==> src/rtl/regfile_sb.sv <==
// regfile_sb: register file with two combinational read ports, one synchronous
// write port, and a per-register busy scoreboard for RAW hazard detection.
// Same-cycle writeback can optionally be forwarded to the read ports.
module regfile_sb #(
    parameter int DATA_W   = 32,
    parameter int ADDR_W   = 5,
    parameter bit ZERO_REG = 1'b1,
    parameter bit BYPASS   = 1'b1
) (
    input  logic              clk,
    input  logic              rst,
    input  logic [ADDR_W-1:0] ReadReg1,
    input  logic [ADDR_W-1:0] ReadReg2,
    output logic [DATA_W-1:0] readData1,
    output logic [DATA_W-1:0] readData2,
    output logic              busy1,
    output logic              busy2,
    input  logic [ADDR_W-1:0] WriteReg,
    input  logic [DATA_W-1:0] writeData,
    input  logic              regWrite,
    input  logic [ADDR_W-1:0] issueReg,
    input  logic              issueValid,
    input  logic              flush,
    output logic [ADDR_W:0]   pendingCount
);

    localparam int DEPTH = 1 << ADDR_W;

    logic [DATA_W-1:0] mem_q [DEPTH];
    logic [DATA_W-1:0] mem_d [DEPTH];
    logic [DEPTH-1:0]  busy_q;
    logic [DEPTH-1:0]  busy_d;

    logic              wr_en;
    logic              iss_en;
    logic [ADDR_W-1:0] rd_addr [2];
    logic [DATA_W-1:0] rd_data [2];
    logic              rd_busy [2];
    logic [ADDR_W:0]   pend_cnt;

    // Writes and issues aimed at a hardwired-zero register 0 are dropped.
    always_comb begin
        wr_en  = regWrite   && !(ZERO_REG && (WriteReg == '0));
        iss_en = issueValid && !(ZERO_REG && (issueReg == '0));
    end

    // Next register contents: single write port.
    always_comb begin
        mem_d = mem_q;
        if (wr_en) begin
            mem_d[WriteReg] = writeData;
        end
    end

    // Next scoreboard: clear (flush or writeback) first, then issue set so a
    // new producer supersedes the old writeback in the same cycle.
    always_comb begin
        busy_d = busy_q;
        if (flush) begin
            busy_d = '0;
        end else if (regWrite) begin
            busy_d[WriteReg] = 1'b0;
        end
        if (iss_en) begin
            busy_d[issueReg] = 1'b1;
        end
        if (ZERO_REG) begin
            busy_d[0] = 1'b0;
        end
    end

    // State registers, cleared asynchronously.
    always_ff @(posedge clk or posedge rst) begin
        if (rst) begin
            for (int i = 0; i < DEPTH; i++) begin
                mem_q[i] <= '0;
            end
            busy_q <= '0;
        end else begin
            mem_q  <= mem_d;
            busy_q <= busy_d;
        end
    end

    // Read ports: zero register, then bypass of the writeback, then storage.
    // A bypassed register is reported not busy since its data is on the port.
    always_comb begin
        rd_addr[0] = ReadReg1;
        rd_addr[1] = ReadReg2;
        for (int p = 0; p < 2; p++) begin
            rd_data[p] = '0;
            rd_busy[p] = 1'b0;
            if (rst) begin
                rd_data[p] = '0;
                rd_busy[p] = 1'b0;
            end else if (ZERO_REG && (rd_addr[p] == '0)) begin
                rd_data[p] = '0;
                rd_busy[p] = 1'b0;
            end else if (BYPASS && regWrite && (WriteReg == rd_addr[p])) begin
                rd_data[p] = writeData;
                rd_busy[p] = 1'b0;
            end else begin
                rd_data[p] = mem_q[rd_addr[p]];
                rd_busy[p] = busy_q[rd_addr[p]];
            end
        end
    end

    // Number of in-flight producers: popcount of the registered busy vector.
    always_comb begin
        pend_cnt = '0;
        for (int i = 0; i < DEPTH; i++) begin
            pend_cnt = pend_cnt + {{ADDR_W{1'b0}}, busy_q[i]};
        end
    end

    // Output mapping.
    always_comb begin
        readData1    = rd_data[0];
        readData2    = rd_data[1];
        busy1        = rd_busy[0];
        busy2        = rd_busy[1];
        pendingCount = pend_cnt;
    end

endmodule

==> config.mk <==
export PLATFORM = sky130hd
export DESIGN_NAME = regfile_sb
export DESIGN_NICKNAME = d
export VERILOG_FILES = /design/src/rtl/regfile_sb.sv
export SDC_FILE = /design/constraint.sdc
export NUM_CORES = 2
export LEC_CHECK = 0
export CAP_MARGIN = 25
export CORE_MARGIN = 5
export CORE_UTILIZATION = 45
export CTS_BUF_LIST = sky130_fd_sc_hd__clkbuf_4
export CTS_CLUSTER_SIZE = 14
export DETAILED_ROUTE_END_ITERATION = 16
export GPL_TIMING_DRIVEN = 0
export PLACE_DENSITY = 0.62
export SYNTH_ARGS = -nofsm -noshare
export SYNTH_HDL_FRONTEND = slang
export SYNTH_SLANG_ARGS = --single-unit
==> constraint.sdc <==
create_clock -name clk -period 29 [get_ports clk]
set_input_delay 7.25 -clock clk [delete_from_list [all_inputs] [get_ports clk]]
set_output_delay 7.25 -clock clk [all_outputs]
set_load 0.02 [all_outputs]
* Word-level counts from Yosys, hierarchy flattened
Index checks and enable logic that the tools add are counted.
Word-level totals: flip-flop bits (word level) 1055, input port bits 57, logic and storage cells 126
Cells by class: $add $sub $neg 30, $lt $le $gt $ge 10, equality and inequality tests 2, muxes and demuxes 32, bitwise operators 6, reductions and logical operators 13
Operator list (number):
- $bwmux W1024 | 1
- $mux W32 | 14
- $bmux W32 S5 | 2
- $demux W32 S5 | 1
- $add A6 B1 Y6 | 25
- $and A32 B32 Y32 | 1
- $not A32 Y32 | 1
- $or A32 B32 Y32 | 1
- $lt A5 B6 Y1 const B | 4
- $logic_not A5 Y1 | 4
- $ge A6 B6 Y1 const B | 3
- $not A5 Y6 | 3
- $bmux W1 S5 | 2
- $demux W1 S5 | 2
- $eq A5 B5 Y1 | 2
- $ge A5 B1 Y1 const B | 2
- $mux W1 | 10
- $logic_and A1 B1 Y1 | 7
- $add A5 B1 Y6 | 1
- $lt A6 B1 Y1 const B | 1
- $add A4 B1 Y5 | 1
- $add A3 B1 Y4 | 1
- $add A2 B1 Y3 | 1
- $add A1 B1 Y2 | 1
- $logic_not A1 Y1 | 2

* Depth between registers and ports, before layout
depth after elaboration 30, gate-level depth with buffers 15, depth with buffers taken out 15

* Worst setup path before layout
No wires, ideal clock.
kind input to output, start point in rst, end point out readData2[18], arrival time 21916 ps, setup slack -166 ps, cell stages on the path 6, cell sequence buf_6 > inv_2 > o41ai_2 > nor2_1 > buf_2 > o32a_1
On the way: longest elaborated chain between the ends 1
RTL lines:
- from (decl) | RTL line 11 | input logic rst,
- $mux W32 | RTL line 93 | if (rst) begin
- to (decl) | RTL line 15 | output logic [DATA_W-1:0] readData2,
Every way passes these cells.

* Worst setup path after layout
start point in ReadReg1[2], end point out readData1[15]
On the way: longest elaborated chain between the ends 7
RTL lines:
- from (decl) | RTL line 12 | input logic [ADDR_W-1:0] ReadReg1,
- $not A5 Y6 (implied by the code) | RTL line 103 | rd_data[p] = mem_q[rd_addr[p]];
- $bmux W32 S5 | RTL line 103
- $mux W32 (implied by the code) (2 in a row) | RTL line 103
- $mux W32 | RTL line 99 | end else if (BYPASS && regWrite && (WriteReg == rd_addr[p])) begin
- $mux W32 (*) | RTL line 96 | end else if (ZERO_REG && (rd_addr[p] == '0)) begin
- $mux W32 (*) | RTL line 93
- to (decl) | RTL line 14 | output logic [DATA_W-1:0] readData1,
Every way passes the cells marked *; elsewhere a longest branch is shown, timed or not. The select of a mux whose other input is x is not followed.

==> reports/metrics.cfg <==
[global_route]
first_global_vias=42200
grt_max_degree=200
grt_use_total=0.328
antenna_found_initial=21
grt-ovfl-total=0
grt_pass1_wl_microns=316000

[placed_design]
dp.cells=5812
postPlaceCellArea_sq_um=61300
portBuffers=119
gp_congestion=1.00
place_hpwl_microns=163000

[cells_and_area]
final_common_cell=dfrtp_1
stdcell_count=6336
final_area_sq_um=65000
nFillCells=11200
syn2layout_area_growth_pct=12.6
final_cell_mix=dfrtp_1 (1,055), mux2_2 (979), clkbuf_4 (457), mux4_2 (432), clkbuf_1 (229)
fin_nets=4551
drive_above_1_share=0.464

[yosys]
synth_top_cell_by_area=dfrtp_1
yosys_warnings=0
synth_top_area_frac=0.457
synth_ff_type=dfrtp_1
syn_nets=4105
synthesis.area_sq_um=57700
synth_cells=4018
synth_edf_count=0
synth-seq-cells=1055
ys_types=67
yosys-top-cells-area=dfrtp_1 (46%), mux2_2 (19%), mux4_2 (17%)
avgSynthCellArea_sq_um=14.4
async_reset_ff_frac=1.00
ys_seq_area_frac=0.457

[sta]
fmax_ghz=0.0511
tightest_slew_ns=1.19
finalClockSkew_ns=0
min_period_ns=19.56
setup_viol=0
tns_ns=0
slew_headroom=0.208
slew_violations=0
rsz0062_at_grt=false
hold_viol_final=0
finalCritPeriodShare=0.674

[cts]
htreeDepth=5
cts_sinks=1055
cts_buffer_depth=4
cts_setup_buffers=0
cts_buffers=310
cts.repair.resized=0
clock_latency_ns=1.22
cts_root_buffer=clkbuf_4
cts_tree=done
path_clk_slew_ns=0.05
holdBufCountCts=0

[floorplanning]
die_area_sq_um=136000
ios=129
die_y_microns=368
num_rows=131
die_w_microns=368
coreArea_sq_um=128000
start_util=0.453

[setup_path]
worstPathMaxFanout=10
worstSetupPathType=primary input to primary output
cp.arrival_ns=12.31
end_kind=primary output
start_kind=primary input
cp.required_ns=21.75

[route]
drt_iter0_drc=5427
wl_per_cell_microns=35.5
vias=42300
drc=0
antenna_left=0
drt_wl_total_microns=225000
firstDrtPassIters=6
via_per_inst=6.67

[run]
cap_violations=0

[power_and_ir_drop]
internal_power_w=0.00298
ir_worst_vdd_mv=0.0368
seq_power_share=0.453
p_per_area_nw_per_um2=66.0
leakage_nw=28.0
p_switching_w=0.00131
swShare=0.304
clockPowerShare=0.325
combPwrFrac=0.222
finalPower_w=0.00429

[run_status]
status=finished, final reports clean

[hold_path]
hold_path.class=register to register

-- area by class of cell --
type                       count  area [sq um]  share of cell area
inverter                      45           185             0.00285
antenna                       13          32.5            0.000500
buffer                       456          2280              0.0350
tap                         1662          2080              0.0320
clock buffer                 456          3420              0.0527
multi-input combinational   2462         28900               0.444
clock inverter                53           253             0.00389
sequential                  1055         26400               0.406
timing repair buffer         134          1470              0.0226
-- kinds of logic (layout without fill, tap and decap cells) --
logic type / Yosys count / in the layout / synth area share
buffers and inverters: 501 / 1144 / 0.0424
AOI/OAI and AO/OA: 541 / 541 / 0.0694
and+or+nand+nor: 268 / 268 / 0.0253
adders and majority gates: 30 / 30 / 0.00949
other: 0 / 13 / 0
DFF: 1055 / 1055 / 0.457
xor gates and xnor gates: 13 / 13 / 0.00197
muxes: 1610 / 1610 / 0.394
-- stage by stage --
step                utilization  hold WS (ns)  setup slack (ns)
CTS                       0.509         0.480              9.91
global placement          0.478         0.453             0.366
detailed placement        0.481         0.465              9.93
floorplan                     -         0.441              5.48
global route              0.510         0.491              9.63
finish                    0.510         0.476              9.44
-- power groups by stage --
| stage | combinational [W] | clock [W] | sequential (W) |
|---|---|---|---|
| after floorplan | 0.000682 | 0 | 0.00190 |
| after global placement | 0.000909 | 0 | 0.00194 |
| after detailed placement | 0.000931 | 0 | 0.00196 |
| after CTS | 0.000933 | 0.00141 | 0.00193 |
| after global routing | 0.000999 | 0.00149 | 0.00197 |
| final | 0.000951 | 0.00139 | 0.00194 |
-- worst max-delay path: stages --
cell	delay [ns]
clkdlybuf4s50_1	0.65
buf_4	0.36
clkinv_1	0.51
nand2_1	0.70
clkbuf_1	0.69
o22ai_1	0.27
nor3_1	0.82
o32a_1	0.37
clkdlybuf4s50_1	0.66
-- synth_stat cells (16+ instances only) --
cell type	n
a211oi_1	50
a21oi_1	41
a31oi_1	32
buf_2	154
buf_4	42
buf_6	22
clkbuf_1	229
dfrtp_1	1055
fa_1	23
inv_1	42
mux2_2	979
mux2i_1	199
mux4_2	432
nand2_1	41
nand3b_1	26
nor2_1	58
nor2b_1	35
nor3_1	46
o211ai_1	31
o21ai_0	45
o21ai_1	21
o221ai_1	21
o22a_1	31
o22ai_1	134
o22ai_2	30
o32a_1	62
o32ai_1	16
-- final timing paths --
| kind | startpoint | end | slack (ns) | cells after the start |
|---|---|---|---|---|
| min in group asynchronous | rst | mem_q[649] | 6.07 | 2 |
| max in group asynchronous | rst | mem_q[851] | 20.43 | 5 |
| worst min-delay path | mem_q[1011] | mem_q[1011] | 0.48 | 1 |
| worst max register to register | busy_q[28] | busy_q[28] | 28.04 | 2 |
| worst min register to register | mem_q[1011] | mem_q[1011] | 0.48 | 1 |
| worst max-delay path | ReadReg1[2] | readData1[15] | 9.44 | 9 |
-- flip-flops by register name, indices dropped and copies added, names as in the netlist --
signal  count
busy_q     31
mem_q    1024
-- routing by layer --
layer / up-vias / wire, microns / track usage / part of all wire
li1: 16700 / - / - / -
met1: 22300 / 88500 / 0.440 / 0.39
met2: 2750 / 96600 / 0.471 / 0.43
met3: 609 / 28100 / 0.128 / 0.13
met4: 10 / 11400 / 0.151 / 0.051
met5: - / 65 / 0 / 0.00029
Power figures use the tool's default switching activity.
